==> config.mk <==
export PLATFORM = sky130hd
export DESIGN_NAME = uart_piso_framer
export DESIGN_NICKNAME = d
export VERILOG_FILES = /design/src/rtl/uart_piso_framer.sv
export SDC_FILE = /design/constraint.sdc
export NUM_CORES = 1
export LEC_CHECK = 0
export CAP_MARGIN = 5
export CELL_PAD_IN_SITES_DETAIL_PLACEMENT = 1
export CELL_PAD_IN_SITES_GLOBAL_PLACEMENT = 1
export CORE_ASPECT_RATIO = 0.75
export CORE_MARGIN = 2
export CORE_UTILIZATION = 45
export CTS_CLUSTER_DIAMETER = 100
export DETAILED_ROUTE_END_ITERATION = 16
export PLACE_DENSITY = 0.82
export SLEW_MARGIN = 10
export SYNTH_ARGS = -nofsm -noshare
export SYNTH_HDL_FRONTEND = slang
export SYNTH_SLANG_ARGS = --single-unit
==> constraint.sdc <==
create_clock -name baud_clk -period 4.8 [get_ports baud_clk]
set_input_delay 0.96 -clock baud_clk [delete_from_list [all_inputs] [get_ports baud_clk]]
set_output_delay 0.96 -clock baud_clk [all_outputs]
set_load 0.05 [all_outputs]
==> src/rtl/uart_piso_framer.sv <==
// uart_piso_framer: UART transmit framer with one-deep holding register and back-to-back frames
module uart_piso_framer #(
  parameter int DATA_BITS = 8,
  parameter int PARITY    = 0,
  parameter int STOP_BITS = 1,
  parameter int LSB_FIRST = 1
) (
  input  logic                 baud_clk,
  input  logic                 rst,
  input  logic [DATA_BITS-1:0] tx_data,
  input  logic                 tx_start,
  output logic                 tx_ready,
  output logic                 serial_data_tx,
  output logic                 active_flag,
  output logic                 done_flag,
  output logic                 overrun_flag
);
  typedef enum logic [2:0] {IDLE, START, DATA, PAR, STOP} state_t;
  state_t state;
  logic [DATA_BITS-1:0] sh, hold_data, frame_data;
  logic [3:0] cnt;
  logic par_bit, hold_par, hold_full, frame_par, calc_par;
  logic accept, last_stop, idle_accept, begin_frame;
  function automatic logic [DATA_BITS-1:0] order(input logic [DATA_BITS-1:0] d);
    for (int i = 0; i < DATA_BITS; i++) order[i] = (LSB_FIRST != 0) ? d[i] : d[DATA_BITS-1-i];
  endfunction
  assign tx_ready    = !hold_full;
  assign active_flag = state != IDLE;
  assign accept      = tx_start && tx_ready;
  assign last_stop   = state == STOP && cnt == 4'(STOP_BITS - 1);
  // an accept on the final stop edge can only happen with the holding register empty
  assign idle_accept = accept && (state == IDLE || last_stop);
  assign begin_frame = idle_accept || (last_stop && hold_full);
  assign calc_par    = ^tx_data ^ (PARITY == 2);
  assign frame_data  = hold_full ? hold_data : tx_data;
  assign frame_par   = hold_full ? hold_par : calc_par;
  always_ff @(posedge baud_clk) begin
    if (rst) begin
      state          <= IDLE;
      serial_data_tx <= 1'b1;
      done_flag      <= 1'b0;
      overrun_flag   <= 1'b0;
      hold_full      <= 1'b0;
      hold_data      <= '0;
      hold_par       <= 1'b0;
      sh             <= '0;
      par_bit        <= 1'b0;
      cnt            <= '0;
    end else begin
      done_flag    <= last_stop;
      overrun_flag <= tx_start && !tx_ready;
      if (last_stop && hold_full) hold_full <= 1'b0;
      if (accept && !idle_accept) begin
        hold_full <= 1'b1;
        hold_data <= tx_data;
        hold_par  <= calc_par;
      end
      if (begin_frame) begin
        state          <= START;
        serial_data_tx <= 1'b0;
        sh             <= order(frame_data);
        par_bit        <= frame_par;
        cnt            <= '0;
      end else begin
        case (state)
          START: begin
            state          <= DATA;
            serial_data_tx <= sh[0];
            sh             <= sh >> 1;
            cnt            <= '0;
          end
          DATA: begin
            if (cnt == 4'(DATA_BITS - 1)) begin
              state          <= (PARITY != 0) ? PAR : STOP;
              serial_data_tx <= (PARITY != 0) ? par_bit : 1'b1;
              cnt            <= '0;
            end else begin
              serial_data_tx <= sh[0];
              sh             <= sh >> 1;
              cnt            <= cnt + 4'd1;
            end
          end
          PAR: begin
            state          <= STOP;
            serial_data_tx <= 1'b1;
            cnt            <= '0;
          end
          STOP: begin
            state          <= last_stop ? IDLE : STOP;
            serial_data_tx <= 1'b1;
            cnt            <= last_stop ? 4'd0 : cnt + 4'd1;
          end
          default: begin
            state          <= IDLE;
            serial_data_tx <= 1'b1;
          end
        endcase
      end
    end
  end
endmodule
## Word level (Yosys, flattened, before mapping)

Index checks and enable logic that the tools add are counted.

- Flip-flop bits (word level): 27
- Input bits: 11
- Output and inout port bits: 5
- Logic and storage cells: 53

- Add/subtract/negate cells: 1
- Equal/unequal tests: 8
- Multiplexer cells: 16
- Reduce and logical (&&, ||, !) cells: 19

Operators with widths:

| operator | count |
|---|---|
| $mux 8 | 3 |
| $pmux 8 s2 | 1 |
| $pmux 3 s4 | 1 |
| $pmux 4 s3 | 1 |
| $reduce_bool 3->1 | 3 |
| $mux 4 | 2 |
| $eq 3x2->1 const B | 2 |
| $logic_and 1x1->1 | 6 |
| $mux 3 | 2 |
| $ne 3x3->1 const B | 2 |
| $mux 1 | 5 |
| $add 4x1->4 const B | 1 |
| $eq 4x3->1 const B | 1 |
| $logic_not 4->1 | 1 |
| $reduce_or 2->1 | 2 |
| $eq 3x1->1 const B | 1 |
| $eq 3x3->1 const B | 1 |
| $logic_not 3->1 | 1 |
| $logic_not 1->1 | 2 |
| $logic_or 1x1->1 | 2 |
| $ne 2x2->1 const B | 1 |
| $pmux 1 s2 | 1 |
| $reduce_and 2->1 | 1 |
| $reduce_bool 2->1 | 1 |

## Logic depth before layout (Yosys ltp)

- Word-level depth: 7
- Depth in mapped cells: 7
- Depth with buffers taken out: 6

## Worst setup path before layout

Ideal clock, no wire load.

- Path type: reg-to-output
- Start: register hold_full
- End: output tx_ready
- Arrival: 1.111 ns
- Data required time: 3.840 ns
- Path slack: 2.729 ns
- Cell stages (with the launch flop): 3
- Buffers on the path: 1
- Cell sequence: dfxtp_1 > buf_1 > inv_1

- Longest elaborated chain between the ends: 1

Ends and longest elaborated chain:

| element | line | source |
|---|---|---|
| start: declaration | 22 | `logic par_bit, hold_par, hold_full, frame_par, calc_par;` |
| start signal: assignment | 43 | `hold_full <= 1'b0;` |
| start signal: assignment | 52 | `if (last_stop && hold_full) hold_full <= 1'b0;` |
| start signal: assignment | 54 | `hold_full <= 1'b1;` |
| $logic_not 1->1 | 27 | `assign tx_ready = !hold_full;` |
| end: declaration | 12 | `output logic tx_ready,` |

Every way passes these cells.

## Final worst setup path

- Start: register state[2]
- End: output active_flag

- Longest elaborated chain between the ends: 1

Ends and longest elaborated chain:

| element | line | source |
|---|---|---|
| start: declaration | 19 | `state_t state;` |
| start signal: assignment | 74 | `state <= (PARITY != 0) ? PAR : STOP;` |
| start signal: assignment | 89 | `state <= last_stop ? IDLE : STOP;` |
| $reduce_bool 3->1 | 28 | `assign active_flag = state != IDLE;` |
| end: declaration | 14 | `output logic active_flag,` |

Every way passes these cells.

==> impl_metrics.yaml <==
power:
  p_int_uw: 347
  p_per_area_mw_per_mm2: 318
  leakagePower_nw: 0.531
  p_sw_share_pct: 29.7
  p_comb_share_pct: 22.0
  p_sw_uw: 147
  pwr-share-seq_pct: 51.8
  ir_drop_mv: 0.181
  power_frac_clock_pct: 26.2
global_route:
  grt_use_met2_pct: 34.0
  grt_pass1_wl_mm: 5.02
  met1_usage_pct: 24.4
  top_usage_layer: "met2"
  grt_use_total_pct: 19.9
  grt_overflow_total: 0
  grt_start_max_net_pins: 24
  grt_pass1_vias: 1073
  use_met3_pct: 5.73
  grt_antenna_before_repair: 0
timing:
  max_freq_mhz: 319
  max_slew_margin_pct: 37.7
  setup-violations-final: 0
  rsz0062_at_grt: "false"
  finClkSkew_ns: 0.00927
  layout_setup_ws_ns: 1.66
  min_period_over_period_pct: 65.3
  setup_tns_ns: 0
  hold_viol: 0
  final_max_slew_viol_count: 0
  min_period_ns: 3.14
  tightest_slew_ns: 0.931
die:
  core-area_mm2: 0.00289
  initial_core_util_pct: 46.3
  rows: 17
  dieWidth_um: 67.0
  dieArea_mm2: 0.00343
  fp.dieH_um: 51.3
  io_pins: 16
route:
  drc_errors: 0
  wl_per_cell_um: 15.9
  drt-initial-drc-count: 60
  viasPerCell: 5.68
  first_pass_iters: 4
  totalWireLength_mm: 3.05
  antenna_left: 0
  vias: 1090
clock_tree:
  cts_made_buffers: 3
  ctsResizeCount: 0
  clkSlewWorstSetupHoldPaths_ns: 0.09
  cts_setup_buffers: 0
  h-tree-depth: 1
  tritoncts: "done"
  holdBufCountCts: 0
  clk-insertion-delay-late_ns: 0.27
  root_buffer: "clkbuf_8"
  cts_max_path_buffers: 2
  clkSinkCount: 27
logic_synthesis:
  synth_area_mm2: 0.00134
  ys_seq_elements: 27
  yosys-top-cells-area: "dfxtp_1 (40%), mux2i_1 (13%), a221oi_2 (6.7%)"
  ys_warn_count: 0
  yosys.area.top_type: "dfxtp_1"
  synth_nets: 155
  synth_top_area_share_pct: 40.3
  syn_avg_cell_area_um2: 9.44
  ys_seq_area_share_pct: 40.3
  syn_inst: 142
  synth.distinct_cells: 36
setup_path:
  path_delay_family: "buffers and inverters"
  slowest_delay_ns: 0.72
  worst-endpoint-required_ns: 3.84
  rrSetupSlack_ns: 2.46
  end_kind: "output port"
  r2r-end: "sh[1]"
  start_kind: "flop"
  arrival_ns: 2.18
  r2r_start: "hold_full"
  critPathSlowestCell: "clkdlybuf4s50_1"
  cp_num_buf_inv: 2
  crit_fanout: 13
  r2r_cells: 4
  critPathKind: "reg -> out"
  path_cells: "nor3_1 -> inv_1 -> clkdlybuf4s50_1"
placed_design:
  port_buffers: 15
  hpwl_mm: 2.23
  gp_congestion: 0.759
  pre_cts_ws_ns: 1.91
finish:
  fin_util_pct: 53.7
  fillCellCount: 336
  seqCellArea_um2: 541
  diodes: 0
  area_growth_pct: 16.0
  drive_gt1_share_pct: 11.0
  finalNetCount: 168
  multi_input_area_um2: 733
hold_path:
  hp-start: "sh[2]"
  holdPathStages: 2
  hold_path_end: "sh[1]"
  hold_class: "reg -> reg"
job:
  max-cap-violations: 0
outcome:
  outcome: "finished, final reports clean"
registers in the layout, summed over array words and instances (netlist names):
name / flops
cnt: 4
sh: 8
done_flag: 1
hold_full: 1
serial_data_tx: 1
state: 3
hold_data: 8
overrun_flag: 1
synthesized netlist by cell type, drive strengths merged:
| cell | instances |
|---|---|
| a2111oi | 1 |
| a211oi | 4 |
| a21o | 1 |
| a21oi | 11 |
| a221oi | 7 |
| a2bb2oi | 1 |
| a31oi | 1 |
| and2 | 2 |
| and3b | 1 |
| buf | 8 |
| clkbuf | 1 |
| dfxtp | 27 |
| ha | 2 |
| inv | 6 |
| mux2i | 17 |
| nand2 | 10 |
| nand2b | 1 |
| nand3 | 1 |
| nand3b | 1 |
| nor2 | 15 |
| nor2b | 1 |
| nor3 | 4 |
| nor3b | 6 |
| o21a | 2 |
| o21ai | 5 |
| o221ai | 1 |
| or2 | 1 |
| or3b | 1 |
| or4b | 1 |
| xnor2 | 2 |
tightest hold or removal path: stages, from the launching register on:
cell and delay, ns:
dfxtp_1 0.32, nand2_1 0.07, a221oi_2 0.05
routing by layer:
metal / wire length [µm] / vias to the layer above
met5: 0 / -
met4: 29 / 0
met3: 102 / 4
met2: 1550 / 14
met1: 1370 / 540
li1: - / 532
cell families (layout without fill, tap and decap cells):
logic type	Yosys count	after routing	synth area share, %
DFF	27	27	40.3
adders and majority gates	2	2	1.87
and+or+nand+nor	45	45	17.4
muxes	17	17	12.7
AOI/OAI and AO/OA	34	34	21.0
xor gates and xnor gates	2	2	1.31
buffers and inverters	15	27	5.42
layout make-up:
class                   count  area share [%]
inverters                   6            1.45
clock buffers               4            2.90
well taps                  38            3.06
multi-input cells         100            47.2
repair buffers             17            10.6
flip-flops and latches     27            34.8
through the flow:
stage	total power, mW	hold slack [ns]	std cells	instance area [µm²]
global placement	0.362	0.464	188	1510
floorplan	0.338	0.458	142	1340
global route	0.519	0.505	192	1550
CTS	0.498	0.492	192	1550
finish	0.494	0.489	192	1550
detailed placement	0.369	0.479	188	1510
how the worst max path moves through the flow:
| stage | start | end | cells after the start |
|---|---|---|---|
| final | state[2] | active_flag | 3 |
| after global routing | state[2] | active_flag | 3 |
| after CTS | state[2] | active_flag | 3 |
| after detailed placement | tx_start | sh[1] | 5 |
| after global placement | tx_start | sh[6] | 5 |
| after floorplan | hold_full | tx_ready | 2 |
power groups by stage:
stage | clock, mW | combinational [mW] | sequential (mW)
global route | 0.143 | 0.118 | 0.258
CTS | 0.133 | 0.110 | 0.256
detailed placement | 0 | 0.109 | 0.261
global placement | 0 | 0.104 | 0.259
finish | 0.129 | 0.109 | 0.256
floorplan | 0 | 0.0815 | 0.256
cell usage in the layout, fill, tap and decap left out, types with 4 or more instances in the layout:
cell type	synthesis	final
mux2i_1	17	17
nor3_1	4	4
nor2_1	15	15
a221oi_2	6	6
a21oi_1	11	11
inv_1	6	6
nand2_1	10	10
dfxtp_1	27	27
o21ai_0	5	5
nor3b_1	6	6
clkdlybuf4s50_1	0	15
Power figures use the tool's default switching activity.
